<file path="config.mk">
export PLATFORM = sky130hd
export DESIGN_NAME = store_monitor
export DESIGN_NICKNAME = d
export VERILOG_FILES = /design/src/rtl/store_monitor.sv
export SDC_FILE = /design/constraint.sdc
export NUM_CORES = 1
export LEC_CHECK = 0
export ABC_AREA = 0
export BUFFER_PORTS_ARGS = -buffer_cell sky130_fd_sc_hd__buf_2
export CORE_UTILIZATION = 30
export DETAILED_ROUTE_END_ITERATION = 6
export GPL_ROUTABILITY_DRIVEN = 0
export GPL_TIMING_DRIVEN = 0
export PLACE_DENSITY = 0.51
export SETUP_SLACK_MARGIN = 0.4
export SKIP_LAST_GASP = 1
export SLEW_MARGIN = 5
export SYNTH_ARGS = -nofsm -noshare
export SYNTH_HDL_FRONTEND = slang
export SYNTH_SLANG_ARGS = --single-unit
</file>
<file path="constraint.sdc">
create_clock -name clk -period 12.29 [get_ports clk]
set_clock_uncertainty 0.05 [all_clocks]
set_input_delay 2.458 -clock clk [delete_from_list [all_inputs] [get_ports clk]]
set_output_delay 2.458 -clock clk [all_outputs]
set_load 0.01 [all_outputs]
</file>
<file path="src/rtl/store_monitor.sv">
// Store-capture FIFO with a pass/fail/timeout verdict FSM watching processor stores.
// A store to CHECK_ADDR decides the verdict; no decision within TIMEOUT cycles gives TIMEOUT.
//
//  state      | meaning
//  -----------+------------------------------------------------------------
//  stRun      | waiting for a decision store; cycle counter running
//  stPass     | CHECK_ADDR written with CHECK_DATA (terminal until reset)
//  stFail     | CHECK_ADDR written with any other value (terminal until reset)
//  stTimeout  | TIMEOUT cycles elapsed without a decision (terminal until reset)
module store_monitor #(
    parameter int          DEPTH      = 8,
    parameter logic [31:0] CHECK_ADDR = 32'd100,
    parameter logic [31:0] CHECK_DATA = 32'd7,
    parameter logic [15:0] TIMEOUT    = 16'd1000
) (
    input  logic                     clk,
    input  logic                     reset,
    input  logic                     MemWriteM,
    input  logic [31:0]              DataAdr,
    input  logic [31:0]              WriteData,
    output logic                     out_valid,
    input  logic                     out_ready,
    output logic [63:0]              out_data,
    output logic [$clog2(DEPTH):0]   count,
    output logic                     overflow,
    output logic [7:0]               drop_cnt,
    output logic [15:0]              store_cnt,
    output logic [1:0]               verdict
);

    localparam int AW = $clog2(DEPTH);

    typedef enum logic [1:0] {
        stRun     = 2'b00,
        stPass    = 2'b01,
        stFail    = 2'b10,
        stTimeout = 2'b11
    } verdictState;

    verdictState state;

    logic [63:0]   mem [DEPTH];
    logic [AW-1:0] wrPtr;
    logic [AW-1:0] rdPtr;
    logic [15:0]   cycleCnt;
    logic [15:0]   cycleNext;
    logic          full;
    logic          doPop;
    logic          doPush;
    logic          doDrop;
    logic          isCheck;

    assign full      = (count == (AW+1)'(DEPTH));
    assign out_valid = (count != '0);
    assign out_data  = mem[rdPtr];
    assign doPop     = out_valid && out_ready;
    // A pop on the same edge frees the slot, so a full FIFO only drops without one.
    assign doPush    = MemWriteM && (!full || doPop);
    assign doDrop    = MemWriteM && full && !doPop;
    assign isCheck   = MemWriteM && (DataAdr == CHECK_ADDR);
    assign cycleNext = cycleCnt + 16'd1;
    assign verdict   = state;

    always_ff @(posedge clk) begin
        if (doPush) begin
            mem[wrPtr] <= {DataAdr, WriteData};
        end
    end

    always_ff @(posedge clk or posedge reset) begin
        if (reset) begin
            wrPtr     <= '0;
            rdPtr     <= '0;
            count     <= '0;
            overflow  <= 1'b0;
            drop_cnt  <= '0;
            store_cnt <= '0;
        end else begin
            if (doPush) begin
                wrPtr <= wrPtr + 1'b1;
            end
            if (doPop) begin
                rdPtr <= rdPtr + 1'b1;
            end
            if (doPush && !doPop) begin
                count <= count + 1'b1;
            end else if (doPop && !doPush) begin
                count <= count - 1'b1;
            end
            if (doDrop) begin
                overflow <= 1'b1;
                if (drop_cnt != 8'hFF) begin
                    drop_cnt <= drop_cnt + 8'd1;
                end
            end
            if (MemWriteM && store_cnt != 16'hFFFF) begin
                store_cnt <= store_cnt + 16'd1;
            end
        end
    end

    // Decision store beats the timeout when both land on the same edge.
    always_ff @(posedge clk or posedge reset) begin
        if (reset) begin
            state    <= stRun;
            cycleCnt <= '0;
        end else begin
            case (state)
                stRun: begin
                    cycleCnt <= cycleNext;
                    if (isCheck) begin
                        state <= (WriteData == CHECK_DATA) ? stPass : stFail;
                    end else if (cycleNext == TIMEOUT) begin
                        state <= stTimeout;
                    end
                end
                default: begin
                    state    <= state;
                    cycleCnt <= cycleCnt;
                end
            endcase
        end
    end

endmodule

</file>
Word-level counts from Yosys, hierarchy flattened. Memories as Yosys holds them, arrays and structs flattened. Index checks and enable logic that the tools add are counted.

Register bits: 53. Latch bits: 0. Memory bits (writable): 512. Bits in read-only memories: 0. Input port bits: 68. Output and inout bits: 96. Logic and storage cells: 47. Memories: 1.

Add/subtract/negate cells: 7. $mul: 0. Div/mod/pow operators: 0. Magnitude comparators: 0. Equal/unequal tests: 6. Shift operators: 0. Muxes and demuxes: 7. Bitwise operators: 0. Reductions and logical operators: 18.

Memory list: mem (words 8, width 64, read ports 1, clocked after Yosys merged registers in 0, wr ports 1, line 42) `logic [63:0] mem [DEPTH];`.

Operator list (count): adder 16 x 1 -> 16 bit (second input constant) (2); == test 32 x 3 -> 1 bit (second input constant) (1); == test 32 x 7 -> 1 bit (second input constant) (1); == test 16 x 10 -> 1 bit (second input constant) (1); != test 16 bit (second input constant) (1); adder 8 x 1 -> 8 bit (second input constant) (1); logical AND 1 bit (8); two-way mux 4 bit (2); != test 8 bit (second input constant) (1); adder 3 x 1 -> 3 bit (second input constant) (2); two-way mux 2 bit (3); adder 4 x 1 -> 4 bit (second input constant) (1); == test 4 bit (second input constant) (1); AND reduction 2 bit (2); nonzero test 2 bit (2); nonzero test 4 bit (1); subtractor 4 x 1 -> 4 bit (second input constant) (1); logical NOT 1 bit (3); logical NOT 2 bit (1); two-way mux 1 bit (2); logical OR 1 bit (1).

Longest topological paths before layout.
Depth in word-level cells: 8. Gate-level depth with buffers: 12. Mapped depth without buffers: 12.

Worst setup path before layout. OpenSTA, ideal clock, no wires.

Path kind: input to register. Start: input out_ready. End: memory mem[0][0], enable pin. Setup time: 565 ps. Arrival: 7215 ps. Data required time: 11675 ps. Setup slack: 4460 ps. Cell stages on the path: 5. Buffers on the path: 0. Path through: nand3b_1 > nand2_1 > inv_1 > nand2b_1 > nor3_1.

Word-level cells in the longest chain between the ends: 5.

RTL lines: from (decl) (line 22) `input logic out_ready,`; logical AND 1 bit (line 56) `assign doPop = out_valid && out_ready;`; logical OR 1 bit (line 58) `assign doPush = MemWriteM && (!full || doPop);`; logical AND 1 bit (line 58); named net doPush (line 49) `logic doPush;`; two-way mux 1 bit (line 65) `if (doPush) begin`; two-way mux 1 bit (not written as such) (line 66) `mem[wrPtr] <= {DataAdr, WriteData};`; to (decl) (line 42).

The timed path passes the listed nets, and every way through them passes these cells.

Final worst setup path.
Start: register rdPtr[1]. End: output out_data[56].

Word-level cells in the longest chain between the ends: 1.

RTL lines: from (decl) (line 44) `logic [AW-1:0] rdPtr;`; from (signal assigned) (line 83) `rdPtr <= rdPtr + 1'b1;`; memory read (8 x 64 bit); to (decl) (line 23) `output logic [63:0] out_data,`.

No other way between the ends.

==> summary.md <==
| Metric | Value |
|---|---|
| CORE AREA | 72,100 sq um |
| CTS Hold Bufs | 0 |
| Post-synthesis instance total | between 1,000 and 1,500 |
| Syn_area_per_cell | 21.3 sq um |
| CP max-delay cell | clkbuf_1 |
| Die Span X | 273 um |
| Detailed-route via count | 10,843 |
| CP Class | flip-flop to output port |
| Setup total negative slack | 0 ns |
| Startpoint class of the critical path | flip-flop |
| GRT Total Usage | 0.136 |
| First-pass GRT wire length | 74,800 um |
| Synthesized flop and latch total | 565 |
| CTS Root Cell | clkbuf_16 |
| Fraction of registers with async set/reset | 0.0938 |
| Slew @ Worst Pin | 1.01 ns |
| Crit path arrival time | around 3.3 ns |
| Number of post-CTS setup repair buffers | 0 |
| Sequential area share after synthesis | 0.758 |
| Vias per Instance | about 4.7 |
| Starting Density | 0.305 |
| RSZ-0062 raised after global routing | no |
| Wire per inst | between 20 and 25 um |
| Final min period | between 5 and 6 ns |
| Synth area leader | edfxtp_1 |
| Initial DRC count | 658 |
| Final setup vio count | 0 |
| Die area | around 74,000 sq um |
| Routed wl met2 | between 20,000 and 25,000 um |
| Post-synth top flop | edfxtp_1 |
| Residual DRC | 0 |
| Total grt overflow | 0 |
| Peak Freq | 173 MHz |
| Share of cells above drive strength 1 | 0.379 |
| Highest metal used | met5 |
| Hpwl dp | 33,200 um |
| Die height | 273 um |
| CTS Buffer Depth | 3 |
| Vias in the first global route | 11,399 |
| Area contributors post-synth | edfxtp_1, mux4_2, dfrtp_1, mux2_2, xnor2_1 |
| Diodes inserted | 0 |
| Number of synthesized flops with an enable pin | 512 |
| Total power draw | 5.99 mW |
| Post-Syn Area | 22,000 sq um |
| Critical path required time | 9.78 ns |
| Area Growth Syn to Fin | 20.4% |
| I/O Pins | between 150 and 200 |
| Mapped Nets | 1,113 |
| Final hold violation count | 0 |
| Final period utilization | 0.472 |
| Crit end category | output port |
| Drt pass-1 iters | 4 |
| Maxcap violations | 0 |
| Synth top area share | 0.698 |
| Clk_lat worst skew | around 0.60 ns |
| CP Max Fanout | 10 |
| P_leak | 8.88 nW |
| Antenna viol nets, final | 0 |
| CTS H-tree lvls | 2 |
| CTS clk-pin slew, worst paths | 0.06 ns |
| # clock sinks | 565 |
| Finished Layout Cells | 2,294 |
| Max-Slew Margin vs Limit | 0.326 |
| Max VDD drop | between 100 and 150 uV |
| Warnings, synthesis | 0 |
| Routed met3 length | 2260 um |
| Port buffer count | roughly 160 |
| Post-place setup slack | around 7.0 ns |
| Layout Nets | 1,374 |
| WL met1 | approximately 23,000 um |
| Initial antenna violation count | 5 |
| Routed WL | around 50,000 um |
| PwrDens | 226 nW/um^2 |
| CP max stage delay | 0.69 ns |
| # resized after CTS | 0 |
| Num CTS Buffers | 58 |
| PnR worst setup slack | 6.50 ns |
| Worst Hold Class | flip-flop to flip-flop |
| Crit-path cells | clkbuf_1, buf_1, mux4_2, mux2_2, buf_2 |
| Slew Limit Fails | 0 |
| CTS tree | built |
| Placed cells | 2,186 |
| Largest net degree at the start of global routing | 29 |
| Outcome | completed |
| Row Count | 98 |
| Distinct cells, synth | slightly above 50 |
Yosys cell counts (all sizes together) (2+ instances only):
master    n
mux2     68
a21oi     2
a31oi     2
xnor2    33
and3      6
nor2     31
inv       5
edfxtp  512
o21ai     4
and2      2
nand2b    5
mux4    128
nand3b    2
buf      25
nor4     12
dfrtp    53
clkbuf   18
or3       2
nand4    18
ha        9
nor3      7
and4      5
nand2    38
xor2     13
nor4b     3
nand3    13
nand4b    2
o41ai     2
path summary, 6_finish.rpt:
check | startpoint | end | slack (ns) | cells past startpoint
worst max-delay path | rdPtr[1] | out_data[56] | 6.50 | 5
worst min-delay path | overflow | overflow | 0.42 | 1
worst max register to register | count[0] | mem[0][40] | 9.31 | 11
worst min register to register | overflow | overflow | 0.42 | 1
max in group asynchronous | reset | count[0] | 9.76 | 3
min in group asynchronous | reset | store_cnt[13] | 1.87 | 2
per-layer routing:
metal / track usage / vias up
li1: - / 4791
met5: 0 / -
met2: 0.220 / 228
met3: 0.0279 / 75
met1: 0.186 / 5741
met4: 0.0340 / 8
critical path, delay by kind of cell (launching register included):
kind     cells  cell delay, ns
mux          2            0.73
flops        1            0.43
buf+inv      3            1.51
cells in the final DEF, fill, tap and decap left out, drive strengths merged, types with 7 or more instances in the layout:
master    n
xnor2    33
nand2    38
nand4    18
nor2     31
buf     226
clkbuf   83
nor4     12
edfxtp  512
clkinv   32
inv       8
nand3    13
xor2     13
nor3      7
mux4    128
dfrtp    53
ha        9
mux2     68
through the flow:
step / utilization / hold WS, ns / instance area, sq um
final: 0.368 / 0.423 / 26500
after detailed placement: 0.342 / 0.405 / 24700
after floorplan: - / 0.425 / 22000
after CTS: 0.368 / 0.425 / 26500
after global routing: 0.368 / 0.448 / 26500
after global placement: 0.333 / 0.397 / 24000
area by class of cell:
cell class | instances | area, sq um
inverters | 5 | 18.8
clock buffers | 65 | 1480
clock inverters | 43 | 370
flip-flops and latches | 565 | 16700
fillers | 6681 | 45600
well taps | 950 | 1190
plain buffers | 43 | 191
multi-input cells | 422 | 5170
repair buffers | 201 | 1400
registers in the layout (all words and copies together) (netlist names):
register   flops
store_cnt     16
overflow       1
count          4
wrPtr          3
cycleCnt      16
verdict        2
mem          512
rdPtr          3
drop_cnt       8
logic make-up after synthesis:
logic type      share of synthesized area
buf+inv                           0.00954
simple gates                       0.0357
mux                                 0.166
fa+ha+maj                         0.00602
flops                               0.758
xor+xnor                           0.0183
compound gates                    0.00591
where the power goes:
part,internal [mW],switching (mW),leakage (nW)
Clock,0.987,0.722,0.908
Sequential,2.36,0.0798,5.33
Combinational,0.855,0.978,2.64
Total,4.21,1.78,8.88
(Power assumes the default switching activity.)
